<file path="src/rtl/mem_port_arbiter_if.sv">
// mem_port_arbiter_if: pipeline fetch/data ports plus RAM port of the shared-memory arbiter
interface mem_port_arbiter_if #(parameter int ADDR_W = 32, parameter int DATA_W = 32);
  logic              ifReq;
  logic [ADDR_W-1:0] ifAddr;
  logic [DATA_W-1:0] ifData;
  logic              ifValid;
  logic              flush;
  logic              memRead;
  logic              memWrite;
  logic [ADDR_W-1:0] memAddr;
  logic [DATA_W-1:0] memWdata;
  logic [DATA_W-1:0] memRdata;
  logic              memDone;
  logic              memStall;
  logic              pcWrite;
  logic              ifIdWrite;
  logic              ramEn;
  logic              ramWe;
  logic [ADDR_W-1:0] ramAddr;
  logic [DATA_W-1:0] ramWdata;
  logic [DATA_W-1:0] ramRdata;
  logic              ramReady;
  modport slave (
    input  ifReq, ifAddr, flush, memRead, memWrite, memAddr, memWdata, ramRdata, ramReady,
    output ifData, ifValid, memRdata, memDone, memStall, pcWrite, ifIdWrite,
           ramEn, ramWe, ramAddr, ramWdata
  );
  modport master (
    output ifReq, ifAddr, flush, memRead, memWrite, memAddr, memWdata, ramRdata, ramReady,
    input  ifData, ifValid, memRdata, memDone, memStall, pcWrite, ifIdWrite,
           ramEn, ramWe, ramAddr, ramWdata
  );
endinterface

</file>
<file path="src/rtl/mem_port_arbiter.sv">
// mem_port_arbiter: shares one RAM port between IF and MEM, buffers one instruction, drives stalls
module mem_port_arbiter #(
  parameter int ADDR_W       = 32,
  parameter int DATA_W       = 32,
  parameter int STARVE_LIMIT = 4
) (
  input logic clk,
  input logic reset,
  mem_port_arbiter_if.slave bus
);
  typedef enum logic [1:0] {IDLE, FETCH_WAIT, DATA_WAIT} arbState;
  localparam logic [3:0] LIMIT = 4'(STARVE_LIMIT);
  arbState state, nextState;
  logic [3:0] streak;
  logic discard, ramEnR, ramWeR, ifValidR, memDoneR;
  logic [ADDR_W-1:0] ramAddrR;
  logic [DATA_W-1:0] ramWdataR, ifDataR, memRdataR;
  logic dataElig, fetchElig, grantData, grantFetch, dataDone, fetchDone, pcWriteC;
  always_comb begin
    dataElig   = (bus.memRead | bus.memWrite) & ~memDoneR;
    fetchElig  = bus.ifReq & ~ifValidR & ~bus.flush;
    grantData  = (state == IDLE) & dataElig & ~(fetchElig & (streak == LIMIT));
    grantFetch = (state == IDLE) & fetchElig & ~grantData;
    dataDone   = (state == DATA_WAIT) & bus.ramReady;
    fetchDone  = (state == FETCH_WAIT) & bus.ramReady;
    pcWriteC   = ifValidR & ~dataElig & ~bus.flush;
    nextState  = grantData ? DATA_WAIT : grantFetch ? FETCH_WAIT :
                 (dataDone | fetchDone) ? IDLE : state;
  end
  always_ff @(posedge clk or posedge reset)
    if (reset) state <= IDLE;
    else       state <= nextState;
  always_ff @(posedge clk or posedge reset) begin
    if (reset) begin
      ramEnR    <= 1'b0;
      ramWeR    <= 1'b0;
      ramAddrR  <= '0;
      ramWdataR <= '0;
      ifDataR   <= '0;
      memRdataR <= '0;
      ifValidR  <= 1'b0;
      memDoneR  <= 1'b0;
      discard   <= 1'b0;
      streak    <= '0;
    end else begin
      ramEnR    <= (grantData | grantFetch) ? 1'b1 : (dataDone | fetchDone) ? 1'b0 : ramEnR;
      ramWeR    <= (grantData | grantFetch) ? (grantData & bus.memWrite) : ramWeR;
      ramAddrR  <= grantData ? bus.memAddr : grantFetch ? bus.ifAddr : ramAddrR;
      ramWdataR <= grantData ? bus.memWdata : ramWdataR;
      memDoneR  <= dataDone;
      memRdataR <= (dataDone & ~ramWeR) ? bus.ramRdata : memRdataR;
      ifDataR   <= fetchDone ? bus.ramRdata : ifDataR;
      // flush beats a same-edge completion, so the dropped instruction never shows as valid
      ifValidR  <= bus.flush ? 1'b0 : (fetchDone & ~discard) ? 1'b1 : pcWriteC ? 1'b0 : ifValidR;
      discard   <= fetchDone ? 1'b0 : ((state == FETCH_WAIT) & bus.flush) ? 1'b1 : discard;
      streak    <= grantFetch ? 4'd0 :
                   (grantData & fetchElig & (streak < LIMIT)) ? streak + 4'd1 : streak;
    end
  end
  assign bus.ramEn     = ramEnR;
  assign bus.ramWe     = ramWeR;
  assign bus.ramAddr   = ramAddrR;
  assign bus.ramWdata  = ramWdataR;
  assign bus.ifData    = ifDataR;
  assign bus.ifValid   = ifValidR;
  assign bus.memRdata  = memRdataR;
  assign bus.memDone   = memDoneR;
  assign bus.memStall  = dataElig;
  assign bus.pcWrite   = pcWriteC;
  assign bus.ifIdWrite = pcWriteC;
endmodule

</file>
<file path="src/flat_wrapper.sv">
// flat-port wrapper written by rule: the top's interface ports become plain ports
module mem_port_arbiter_flat 
#(
  parameter int ADDR_W       = 32,
  parameter int DATA_W       = 32,
  parameter int STARVE_LIMIT = 4
)
  (clk, reset, bus_ifReq, bus_ifAddr, bus_flush, bus_memRead, bus_memWrite, bus_memAddr, bus_memWdata, bus_ramRdata, bus_ramReady, bus_ifData, bus_ifValid, bus_memRdata, bus_memDone, bus_memStall, bus_pcWrite, bus_ifIdWrite, bus_ramEn, bus_ramWe, bus_ramAddr, bus_ramWdata);
  mem_port_arbiter_if #(.ADDR_W(ADDR_W), .DATA_W(DATA_W)) bus_i ();
  input logic clk;
  input logic reset;
  input wire logic [$bits(bus_i.ifReq)-1:0] bus_ifReq;
  input wire logic [$bits(bus_i.ifAddr)-1:0] bus_ifAddr;
  input wire logic [$bits(bus_i.flush)-1:0] bus_flush;
  input wire logic [$bits(bus_i.memRead)-1:0] bus_memRead;
  input wire logic [$bits(bus_i.memWrite)-1:0] bus_memWrite;
  input wire logic [$bits(bus_i.memAddr)-1:0] bus_memAddr;
  input wire logic [$bits(bus_i.memWdata)-1:0] bus_memWdata;
  input wire logic [$bits(bus_i.ramRdata)-1:0] bus_ramRdata;
  input wire logic [$bits(bus_i.ramReady)-1:0] bus_ramReady;
  output wire logic [$bits(bus_i.ifData)-1:0] bus_ifData;
  output wire logic [$bits(bus_i.ifValid)-1:0] bus_ifValid;
  output wire logic [$bits(bus_i.memRdata)-1:0] bus_memRdata;
  output wire logic [$bits(bus_i.memDone)-1:0] bus_memDone;
  output wire logic [$bits(bus_i.memStall)-1:0] bus_memStall;
  output wire logic [$bits(bus_i.pcWrite)-1:0] bus_pcWrite;
  output wire logic [$bits(bus_i.ifIdWrite)-1:0] bus_ifIdWrite;
  output wire logic [$bits(bus_i.ramEn)-1:0] bus_ramEn;
  output wire logic [$bits(bus_i.ramWe)-1:0] bus_ramWe;
  output wire logic [$bits(bus_i.ramAddr)-1:0] bus_ramAddr;
  output wire logic [$bits(bus_i.ramWdata)-1:0] bus_ramWdata;
  assign bus_i.ifReq = bus_ifReq;
  assign bus_i.ifAddr = bus_ifAddr;
  assign bus_i.flush = bus_flush;
  assign bus_i.memRead = bus_memRead;
  assign bus_i.memWrite = bus_memWrite;
  assign bus_i.memAddr = bus_memAddr;
  assign bus_i.memWdata = bus_memWdata;
  assign bus_i.ramRdata = bus_ramRdata;
  assign bus_i.ramReady = bus_ramReady;
  assign bus_ifData = bus_i.ifData;
  assign bus_ifValid = bus_i.ifValid;
  assign bus_memRdata = bus_i.memRdata;
  assign bus_memDone = bus_i.memDone;
  assign bus_memStall = bus_i.memStall;
  assign bus_pcWrite = bus_i.pcWrite;
  assign bus_ifIdWrite = bus_i.ifIdWrite;
  assign bus_ramEn = bus_i.ramEn;
  assign bus_ramWe = bus_i.ramWe;
  assign bus_ramAddr = bus_i.ramAddr;
  assign bus_ramWdata = bus_i.ramWdata;
  mem_port_arbiter #(.ADDR_W(ADDR_W), .DATA_W(DATA_W), .STARVE_LIMIT(STARVE_LIMIT)) u_core (.clk(clk), .reset(reset), .bus(bus_i));
endmodule
</file>
<file path="config.mk">
export PLATFORM = sky130hd
export DESIGN_NAME = mem_port_arbiter_flat
export DESIGN_NICKNAME = d
export VERILOG_FILES = /design/src/rtl/mem_port_arbiter_if.sv /design/src/rtl/mem_port_arbiter.sv /design/src/flat_wrapper.sv
export SDC_FILE = /design/constraint.sdc
export NUM_CORES = 1
export LEC_CHECK = 0
export ABC_AREA = 1
export BUFFER_PORTS_ARGS = -buffer_cell sky130_fd_sc_hd__buf_4
export CORE_MARGIN = 4
export CORE_UTILIZATION = 46
export DETAILED_ROUTE_END_ITERATION = 8
export PLACE_DENSITY = 0.89
export SYNTH_ARGS = -nofsm -noshare
export SYNTH_HDL_FRONTEND = slang
export SYNTH_SLANG_ARGS = --single-unit
</file>
<file path="constraint.sdc">
create_clock -name clk -period 4.95 [get_ports clk]
set_clock_uncertainty 0.2 [all_clocks]
set_input_delay 0.2475 -clock clk [delete_from_list [all_inputs] [get_ports clk]]
set_output_delay 0.2475 -clock clk [all_outputs]
set_load 0.02 [all_outputs]
</file>
==> metrics.txt, run 1 <==
DRC violations left=0; main flop type after synthesis=sky130_fd_sc_hd__dfrtp_1; number of optimization iterations in the first detailed-route pass=5; max-slew headroom at the worst pin=22.9%; total count of max-transition violations in the final report=0; most common cell after layout, fill and taps aside=sky130_fd_sc_hd__buf_4; Cell variety after synth=23; smallest hold slack=0.0507 ns; cell area after placement=7630 µm²; source-to-sink clock delay at the later pin of the worst-skew pair=0.41 ns; max-cap violations=0; detailed-route via count=6155; PwrDens=666 nW/µm²; post-synthesis area per instance=8.99 µm²; final critical delay including setup and external delays=3.16 ns; drt total wl=21500 µm; overall power=6.39 mW; number of design-rule violations left by the first detailed-router iteration=478; Fin. Hold Viols=0; H-tree depth=4; critical path required time=5.03 ns; maximum VDD drop=364 µV; Longest Clk Path Bufs=2; origin of the critical flop-to-flop path=u_core.bus.ifValid; number of vias per cell=5.26; count of endpoints failing setup in the final report=0; share of flip-flops with an asynchronous set or reset=100%; TritonCTS buffer count=17; fraction of layout cells with a size suffix above 1=30.5%; Clock Root Buffer=sky130_fd_sc_hd__clkbuf_16; number of enable flip-flop cells after synthesis=0; count of input and output buffers=269; Hold Path Sink=u_core.bus.ifValid; area growth from synthesis to final layout=71.6%; overall track demand over capacity in global routing=30.5%; startpoint type of the worst setup path=input pin; Netlist Area Pre-Place=5590 µm²; FMAX=316 MHz; yosys warns=0; RSZ-0062 raised after global routing=false; start point of the worst min-delay path=bus_memRead; clock tree from TritonCTS=yes; reg-to-reg endpoint=u_core.bus.ramAddr[6]; clock input transition at the sequential cells of the worst setup and hold paths=0.06 ns; Worst Path Class, Setup=in -> reg; vias in the first global route=6690; final cell area excluding filler cells=9590 µm²; worst-case reg-to-reg path depth=9; syn nets=759; area of the core=11700 µm²; area enclosed by the die boundary=14000 µm²; static leakage=5.12 nW; number of resized instances in the post-cts repair step=0; setup tns final=0 ns; share of the clock period used by the worst path after layout=63.9%; portion of the post-synthesis area used by sequential elements=62.2%; Sink Count=139; count of state elements after synthesis=139; chip width=118 µm; Initial Utilization=47.9%; final weighted congestion in routability-driven placement=0.827; class of the most critical hold timing path=in -> reg; Core Rows=39; commonest cells after routing, fill and taps aside=272 x sky130_fd_sc_hd__buf_4, 237 x sky130_fd_sc_hd__nand2_1, 139 x sky130_fd_sc_hd__dfrtp_1; number of standard cells after synthesis=622; largest fanout on the critical path=34; residual antenna-violating net count after detailed routing=0; first-pass GRT wire length=33900 µm; cell count of the worst hold path=3; total global routing overflow=0; flop2flop setup slack=1.96 ns; Detail Placement HPWL=11400 µm; Boundary Pins=270; critical path endpoint category=flip-flop; outcome=finished, final reports clean; Worst EP arrival=3.25 ns; average routed wire per standard cell=18.4 µm; Layout Nets=1148; antenna violations before repair=2; pin count of the biggest net entering global routing=85; Die Span Y=118 µm; worst slew pin tran=1.16 ns
-- timing repair --
action | in CTS | in global routing
hold buffers | 132 | 0
endpoints found under the hold margin | 214 | 0
setup buffers | 0 | 0
-- critical path, stage by stage --
cell and delay [ns]:
sky130_fd_sc_hd__dlygate4sd3_1 0.54, sky130_fd_sc_hd__buf_4 0.14, sky130_fd_sc_hd__inv_1 0.11, sky130_fd_sc_hd__nand3_1 0.13
sky130_fd_sc_hd__inv_1 0.10, sky130_fd_sc_hd__nand2_1 0.05, sky130_fd_sc_hd__nand2_1 0.09, sky130_fd_sc_hd__clkinv_1 0.77
sky130_fd_sc_hd__nand2_1 0.35, sky130_fd_sc_hd__nand3_1 0.12, sky130_fd_sc_hd__dlygate4sd3_1 0.58
-- flip-flops by register name, summed over array words and instances, names as in the netlist --
signal / flops
u_core.bus.ifValid: 1
u_core.bus.ifData: 32
u_core.bus.ramWe: 1
u_core.bus.ramWdata: 32
u_core.bus.memDone: 1
u_core.bus.ramEn: 1
u_core.state: 2
u_core.bus.memRdata: 32
u_core.bus.ramAddr: 32
u_core.streak: 4
u_core.discard: 1
-- layer usage --
layer | routed length [µm] | global-route usage (%) | vias to the layer above
met4 | 1440 | 21.3 | 0
li1 | - | - | 2745
met5 | 0 | 0 | -
met3 | 1350 | 8.69 | 120
met2 | 11300 | 53.9 | 328
met1 | 7440 | 30.9 | 2962
-- metrics by stage --
stage	utilization, %	worst slack [ns]	cells
5_1_grt	82.2	1.63	1169
2_1_floorplan	-	0.778	622
4_1_cts	82.2	1.93	1167
3_3_place_gp	65.4	2.66	1003
3_5_place_dp	65.4	2.61	1003
6_report	82.2	1.79	1171
-- synthesized netlist by cell type, types with 2 or more instances --
library cell	number	area, µm²
sky130_fd_sc_hd__inv_2	2	7.51
sky130_fd_sc_hd__buf_6	5	56.3
sky130_fd_sc_hd__o21ai_0	66	330
sky130_fd_sc_hd__ha_1	2	25.0
sky130_fd_sc_hd__buf_2	21	105
sky130_fd_sc_hd__dfrtp_1	139	3480
sky130_fd_sc_hd__nand3_1	76	380
sky130_fd_sc_hd__clkbuf_1	7	26.3
sky130_fd_sc_hd__inv_1	50	188
sky130_fd_sc_hd__nand2_1	238	893
sky130_fd_sc_hd__nor2_1	3	11.3
sky130_fd_sc_hd__nor2_2	2	12.5
-- power breakdown --
group	total (mW)	switching, mW	leakage (nW)	internal (mW)
clock network	1.34	0.478	0.302	0.861
logic	3.05	1.76	3.08	1.29
registers	2.00	0.330	1.73	1.67
total	6.39	2.57	5.12	3.82
-- cells by family after synthesis --
| family | count (synthesis) | synth area share, % |
|---|---|---|
| AND/OR/NAND/NOR | 322 | 23.6 |
| flip-flops | 139 | 62.2 |
| buffers and inverters | 87 | 7.05 |
| AO/OA/AOI/OAI | 71 | 6.49 |
| adder cells (fa/ha/maj) | 2 | 0.448 |
| XOR/XNOR | 1 | 0.157 |
-- final cells by class --
| cell class | count | area (µm²) |
|---|---|---|
| tap | 143 | 179 |
| timing repair buffer | 404 | 3360 |
| fill | 594 | 2070 |
| clock buffer | 23 | 498 |
| clock inverter | 9 | 135 |
| antenna | 4 | 10.0 |
| multi-input combinational | 396 | 1720 |
| inverter | 53 | 204 |
| sequential | 139 | 3480 |
-- how the worst max path moves through the flow --
stage,start,cells past startpoint,endpoint,slack (ns)
after global routing,bus_flush,11,u_core.bus.ramAddr[6],1.63
final,bus_flush,11,u_core.bus.ramAddr[6],1.79
after floorplan,reset,1,u_core.bus.ifData[0],0.78
after global placement,bus_flush,9,u_core.state[0],2.66
after detailed placement,bus_flush,9,u_core.bus.ramAddr[20],2.61
after CTS,bus_flush,11,u_core.bus.ramAddr[22],1.93
(Power assumes the default switching activity.)
==> run 2, diff against run 1 <==
--- a/config.mk
+++ b/config.mk
@@ -8,9 +8,9 @@
 export ABC_AREA = 1
 export BUFFER_PORTS_ARGS = -buffer_cell sky130_fd_sc_hd__buf_4
 export CORE_MARGIN = 4
-export CORE_UTILIZATION = 46
+export CORE_UTILIZATION = 42
 export DETAILED_ROUTE_END_ITERATION = 8
-export PLACE_DENSITY = 0.89
+export PLACE_DENSITY = 0.86
 export SYNTH_ARGS = -nofsm -noshare
 export SYNTH_HDL_FRONTEND = slang
 export SYNTH_SLANG_ARGS = --single-unit
==> constraint.sdc (replaced) <==
create_clock -name clk -period 2.9 [get_ports clk]
set_clock_uncertainty 0.2 [all_clocks]
set_input_delay 0.145 -clock clk [delete_from_list [all_inputs] [get_ports clk]]
set_output_delay 0.145 -clock clk [all_outputs]
set_load 0.02 [all_outputs]
==> metrics.txt, run 2 (same netlist as run 1, synthesis figures left out) <==
DRC violations left=0; detailed-route via count=5941; number of design-rule violations left by the first detailed-router iteration=494; startpoint type of the worst setup path=flip-flop; overall track demand over capacity in global routing=26.9%; worst-case reg-to-reg path depth=11; final worst setup slack=0.332 ns; setup tns final=0 ns; number of buffers inserted to repair setup after CTS=0; flop2flop setup slack=0.33 ns; critical path endpoint category=flip-flop; PwrDens=1110 nW/µm²; Detail Placement HPWL=11600 µm; Initial Utilization=43.6%; number of optimization iterations in the first detailed-route pass=7; average routed wire per standard cell=16.8 µm; RSZ-0062 raised after global routing=false; count of input and output buffers=269; commonest cells after routing, fill and taps aside=276 x sky130_fd_sc_hd__buf_4, 238 x sky130_fd_sc_hd__nand2_1, 139 x sky130_fd_sc_hd__dfrtp_1; clock input transition at the sequential cells of the worst setup and hold paths=0.06 ns; Longest Clk Path Bufs=2; max-cap violations=0; antenna violations before repair=1; fraction of layout cells with a size suffix above 1=30.7%; largest fanout on the critical path=21; drt total wl=20300 µm; pre-CTS setup slack=0.938 ns; Boundary Pins=270; Layout Nets=1156; most common cell after layout, fill and taps aside=sky130_fd_sc_hd__buf_4; chip width=123 µm; area of the core=12800 µm²; reg-to-reg endpoint=u_core.bus.ramAddr[31]; max-slew headroom at the worst pin=51.8%; Core Rows=41; final critical delay including setup and external delays=2.57 ns; total count of max-transition violations in the final report=0; maximum VDD drop=690 µV; outcome=finished, final reports clean; area enclosed by the die boundary=15200 µm²; TritonCTS buffer count=17; first element of the critical path=u_core.streak[0]; final weighted congestion in routability-driven placement=0.794; worst slew pin tran=0.723 ns; static leakage=5.13 nW; clock tree from TritonCTS=yes; share of the clock period used by the worst path after layout=88.5%; Clock Root Buffer=sky130_fd_sc_hd__clkbuf_16; Critical Path End=u_core.bus.ramAddr[31]; critical path required time=3.04 ns; Worst Path Class, Setup=reg -> reg; Sink Count=139; area growth from synthesis to final layout=72.9%; vias in the first global route=6291; total global routing overflow=0; FMAX=389 MHz; residual antenna-violating net count after detailed routing=0; pin count of the biggest net entering global routing=140; first-pass GRT wire length=31600 µm; Fin. Hold Viols=0; H-tree depth=4; number of vias per cell=4.92; count of endpoints failing setup in the final report=0; Die Span Y=123 µm; source-to-sink clock delay at the later pin of the worst-skew pair=0.41 ns; origin of the critical flop-to-flop path=u_core.streak[0]; class of the most critical hold timing path=in -> reg; Worst EP arrival=2.71 ns
==> run 2: per-layer routing <==
layer | vias up | wire length (µm) | global-route usage, %
met5 | - | 0 | 0
met4 | 0 | 1180 | 18.2
met3 | 88 | 1270 | 6.63
met2 | 292 | 10500 | 45.9
met1 | 2805 | 7330 | 29.5
li1 | 2756 | - | -
==> run 2: cell type report <==
class,instances,area (µm²)
Clock buffer,19,443
Tap cell,172,215
Clock inverter,13,143
Fill cell,823,3160
Timing Repair Buffer,412,3450
Inverter,53,203
Antenna cell,3,7.51
Multi-Input combinational cell,396,1720
Sequential cell,139,3480
==> run 2: worst min-delay path by stage <==
stage          slack, ns  depth (start not counted)                endpoint            start
3_5_place_dp        0.14                          3  u_core.bus.ramWdata[2]  bus_memWdata[2]
2_1_floorplan       0.05                          2  u_core.bus.ramWdata[0]  bus_memWdata[0]
4_1_cts             0.03                          7        u_core.bus.ramEn      bus_memRead
5_1_grt             0.07                          7        u_core.bus.ramEn      bus_memRead
6_report            0.04                          7        u_core.bus.ramEn      bus_memRead
3_3_place_gp        0.14                          3  u_core.bus.ramWdata[7]  bus_memWdata[7]
==> run 2: critical path, cell delays in order, from the launching register on <==
cell and delay (ns):
sky130_fd_sc_hd__dfrtp_1 0.37, sky130_fd_sc_hd__inv_1 0.07, sky130_fd_sc_hd__ha_1 0.19, sky130_fd_sc_hd__nand2_1 0.06
sky130_fd_sc_hd__nor2_1 0.04, sky130_fd_sc_hd__nand2_1 0.09, sky130_fd_sc_hd__nand2_2 0.08, sky130_fd_sc_hd__inv_2 0.28
sky130_fd_sc_hd__buf_4 0.31, sky130_fd_sc_hd__nand2_1 0.13, sky130_fd_sc_hd__nand3_1 0.12, sky130_fd_sc_hd__dlygate4sd3_1 0.57
==> run 2: report_power, final <==
part	internal, mW	total [mW]	switching (mW)
registers	2.85	3.43	0.577
logic	2.25	5.17	2.92
clock network	1.29	2.13	0.836
==> run 2: stage by stage <==
step | hold WS [ns] | cells | cell area, µm² | power, mW | utilization, %
floorplan | 0.0546 | 622 | 5590 | 5.88 | -
global placement | 0.139 | 1038 | 7730 | 7.75 | 60.3
detailed placement | 0.142 | 1038 | 7730 | 7.90 | 60.3
CTS | 0.0255 | 1204 | 9660 | 10.6 | 75.3
global route | 0.0723 | 1205 | 9660 | 11.3 | 75.3
finish | 0.0394 | 1207 | 9660 | 10.7 | 75.4
==> run 2: repair_timing <==
action,in CTS,in global routing
gates resized for setup,0,0
hold buffers,134,0
endpoints found under the hold margin,274,0
==> run 3, diff against run 2 <==
--- a/config.mk
+++ b/config.mk
@@ -9,7 +9,9 @@
 export BUFFER_PORTS_ARGS = -buffer_cell sky130_fd_sc_hd__buf_4
 export CORE_MARGIN = 4
 export CORE_UTILIZATION = 42
+export CTS_CLUSTER_SIZE = 12
 export DETAILED_ROUTE_END_ITERATION = 8
+export MAX_ROUTING_LAYER = met4
 export PLACE_DENSITY = 0.86
 export SYNTH_ARGS = -nofsm -noshare
 export SYNTH_HDL_FRONTEND = slang
==> metrics.txt, run 3 (same netlist as run 1, synthesis figures left out) <==
number of optimization iterations in the first detailed-route pass=7; area growth from synthesis to final layout=72.9%; overall track demand over capacity in global routing=27.6%; residual antenna-violating net count after detailed routing=0; Worst EP arrival=2.71 ns; detailed-route via count=5959; FMAX=389 MHz; worst slew pin tran=0.733 ns; setup tns final=0 ns; clock tree from TritonCTS=yes; class of the most critical hold timing path=in -> reg; critical path's largest stage delay=0.57 ns; reg-to-reg endpoint=u_core.bus.ramAddr[31]; DRC violations left=0; average routed wire per standard cell=16.8 µm; outcome=finished, final reports clean; static leakage=5.13 nW; ordered cell list for the critical path=inv_1, ha_1, nand2_1, nor2_1, nand2_1, nand2_2, inv_2, buf_4, nand2_1, nand3_1, dlygate4sd3_1; critical path endpoint category=flip-flop; flop2flop setup slack=0.33 ns; Boundary Pins=270; count of endpoints failing setup in the final report=0; commonest cells after routing, fill and taps aside=276 x sky130_fd_sc_hd__buf_4, 238 x sky130_fd_sc_hd__nand2_1, 139 x sky130_fd_sc_hd__dfrtp_1; Fin. Hold Viols=0; number of resized instances in the post-cts repair step=0; area enclosed by the die boundary=15200 µm²; drt total wl=20300 µm; startpoint type of the worst setup path=flip-flop; instance count after placement with tap cells included=1038; total global routing overflow=0; number of design-rule violations left by the first detailed-router iteration=468; Max stage delay cell, worst path=sky130_fd_sc_hd__dlygate4sd3_1; Crit path top cell by count=sky130_fd_sc_hd__nand2_1; Clock Root Buffer=sky130_fd_sc_hd__clkbuf_16; antenna violations before repair=1; total count of max-transition violations in the final report=0; most common cell after layout, fill and taps aside=sky130_fd_sc_hd__buf_4; Detail Placement HPWL=11600 µm; fraction of layout cells with a size suffix above 1=30.7%; start point of the worst min-delay path=bus_memRead; Core Rows=41; pin count of the biggest net entering global routing=140; Hold Path Sink=u_core.bus.ramEn; Longest Clk Path Bufs=2; number of buffers inserted to repair setup after CTS=0; RSZ-0062 raised after global routing=false; vias in the first global route=6275; area of the core=12800 µm²; number of vias per cell=4.94; critical path required time=3.04 ns; share of the clock period used by the worst path after layout=88.7%; final critical delay including setup and external delays=2.57 ns; max-cap violations=0; Die Span Y=123 µm; PwrDens=1110 nW/µm²; maximum VDD drop=690 µV; clock input transition at the sequential cells of the worst setup and hold paths=0.06 ns; first-pass GRT wire length=31500 µm; worst-case reg-to-reg path depth=11; TritonCTS buffer count=17; max-slew headroom at the worst pin=51.1%; hold buffer count at CTS=134; largest fanout on the critical path=21; H-tree depth=4; cell count of the worst hold path=7; Layout Nets=1156; chip width=123 µm; count of input and output buffers=269; origin of the critical flop-to-flop path=u_core.streak[0]; final weighted congestion in routability-driven placement=0.805; source-to-sink clock delay at the later pin of the worst-skew pair=0.41 ns; Final Non-Filler Cells=1207; Sink Count=139; Worst Path Class, Setup=reg -> reg; Initial Utilization=43.6%
## run 3: cell counts in the layout (fill, tap and decap cells not counted)
No cell type changed its count.
## run 3: layout make-up
cell class              instances  area (µm²)
multi-input cells             396        1720
fillers                       823        3160
clock inverters                13         143
diodes                          3        7.51
clock buffers                  19         443
well taps                     172         215
flip-flops and latches        139        3480
inverters                      53         203
repair buffers                412        3450
## run 3: worst max path at each step
stage | startpoint | endpoint | slack (ns) | cells past startpoint
2_1_floorplan | reset | u_core.bus.ifData[0] | 0.82 | 1
3_3_place_gp | u_core.streak[0] | u_core.bus.ramAddr[10] | 1.02 | 10
3_5_place_dp | u_core.streak[0] | u_core.bus.ramAddr[22] | 0.94 | 10
4_1_cts | u_core.streak[0] | u_core.bus.ramAddr[16] | 0.37 | 11
5_1_grt | u_core.streak[0] | u_core.bus.ramAddr[31] | 0.17 | 11
6_report | u_core.streak[0] | u_core.bus.ramAddr[31] | 0.33 | 11
## run 3: power breakdown
| part | internal, mW | leakage, nW | switching [mW] | total, mW |
|---|---|---|---|---|
| clock | 1.29 | 0.272 | 0.832 | 2.12 |
| sequential | 2.85 | 1.73 | 0.576 | 3.43 |
| combinational | 2.25 | 3.13 | 2.92 | 5.17 |
| total | 6.39 | 5.13 | 4.33 | 10.7 |
## run 3: metrics by stage
| step | utilization (%) | setup WS (ns) | total power, mW | hold WS (ns) | cell area (µm²) |
|---|---|---|---|---|---|
| after floorplan | - | 0.820 | 5.88 | 0.0546 | 5590 |
| after global placement | 60.3 | 1.02 | 7.75 | 0.139 | 7730 |
| after detailed placement | 60.3 | 0.938 | 7.90 | 0.142 | 7730 |
| after CTS | 75.3 | 0.373 | 10.6 | 0.0255 | 9660 |
| after global routing | 75.3 | 0.167 | 11.3 | 0.0723 | 9660 |
| final | 75.4 | 0.327 | 10.7 | 0.0386 | 9660 |
## run 3: routing by layer
layer | track usage, % | up-vias | share of wire, % | wire length (µm)
met1 | 29.5 | 2835 | 36 | 7290
met2 | 45.9 | 282 | 53 | 10700
li1 | - | 2758 | - | -
met4 | 18.0 | 0 | 5.3 | 1080
met3 | 6.45 | 84 | 6.2 | 1250
met5 | - | - | 0 | 0
## run 3: critical path: cells and delay by family, from the launching register on
family	cells	cell delay, ns
buffers and inverters	4	1.24
flip-flops	1	0.37
adder cells (fa/ha/maj)	1	0.19
AND/OR/NAND/NOR	6	0.52
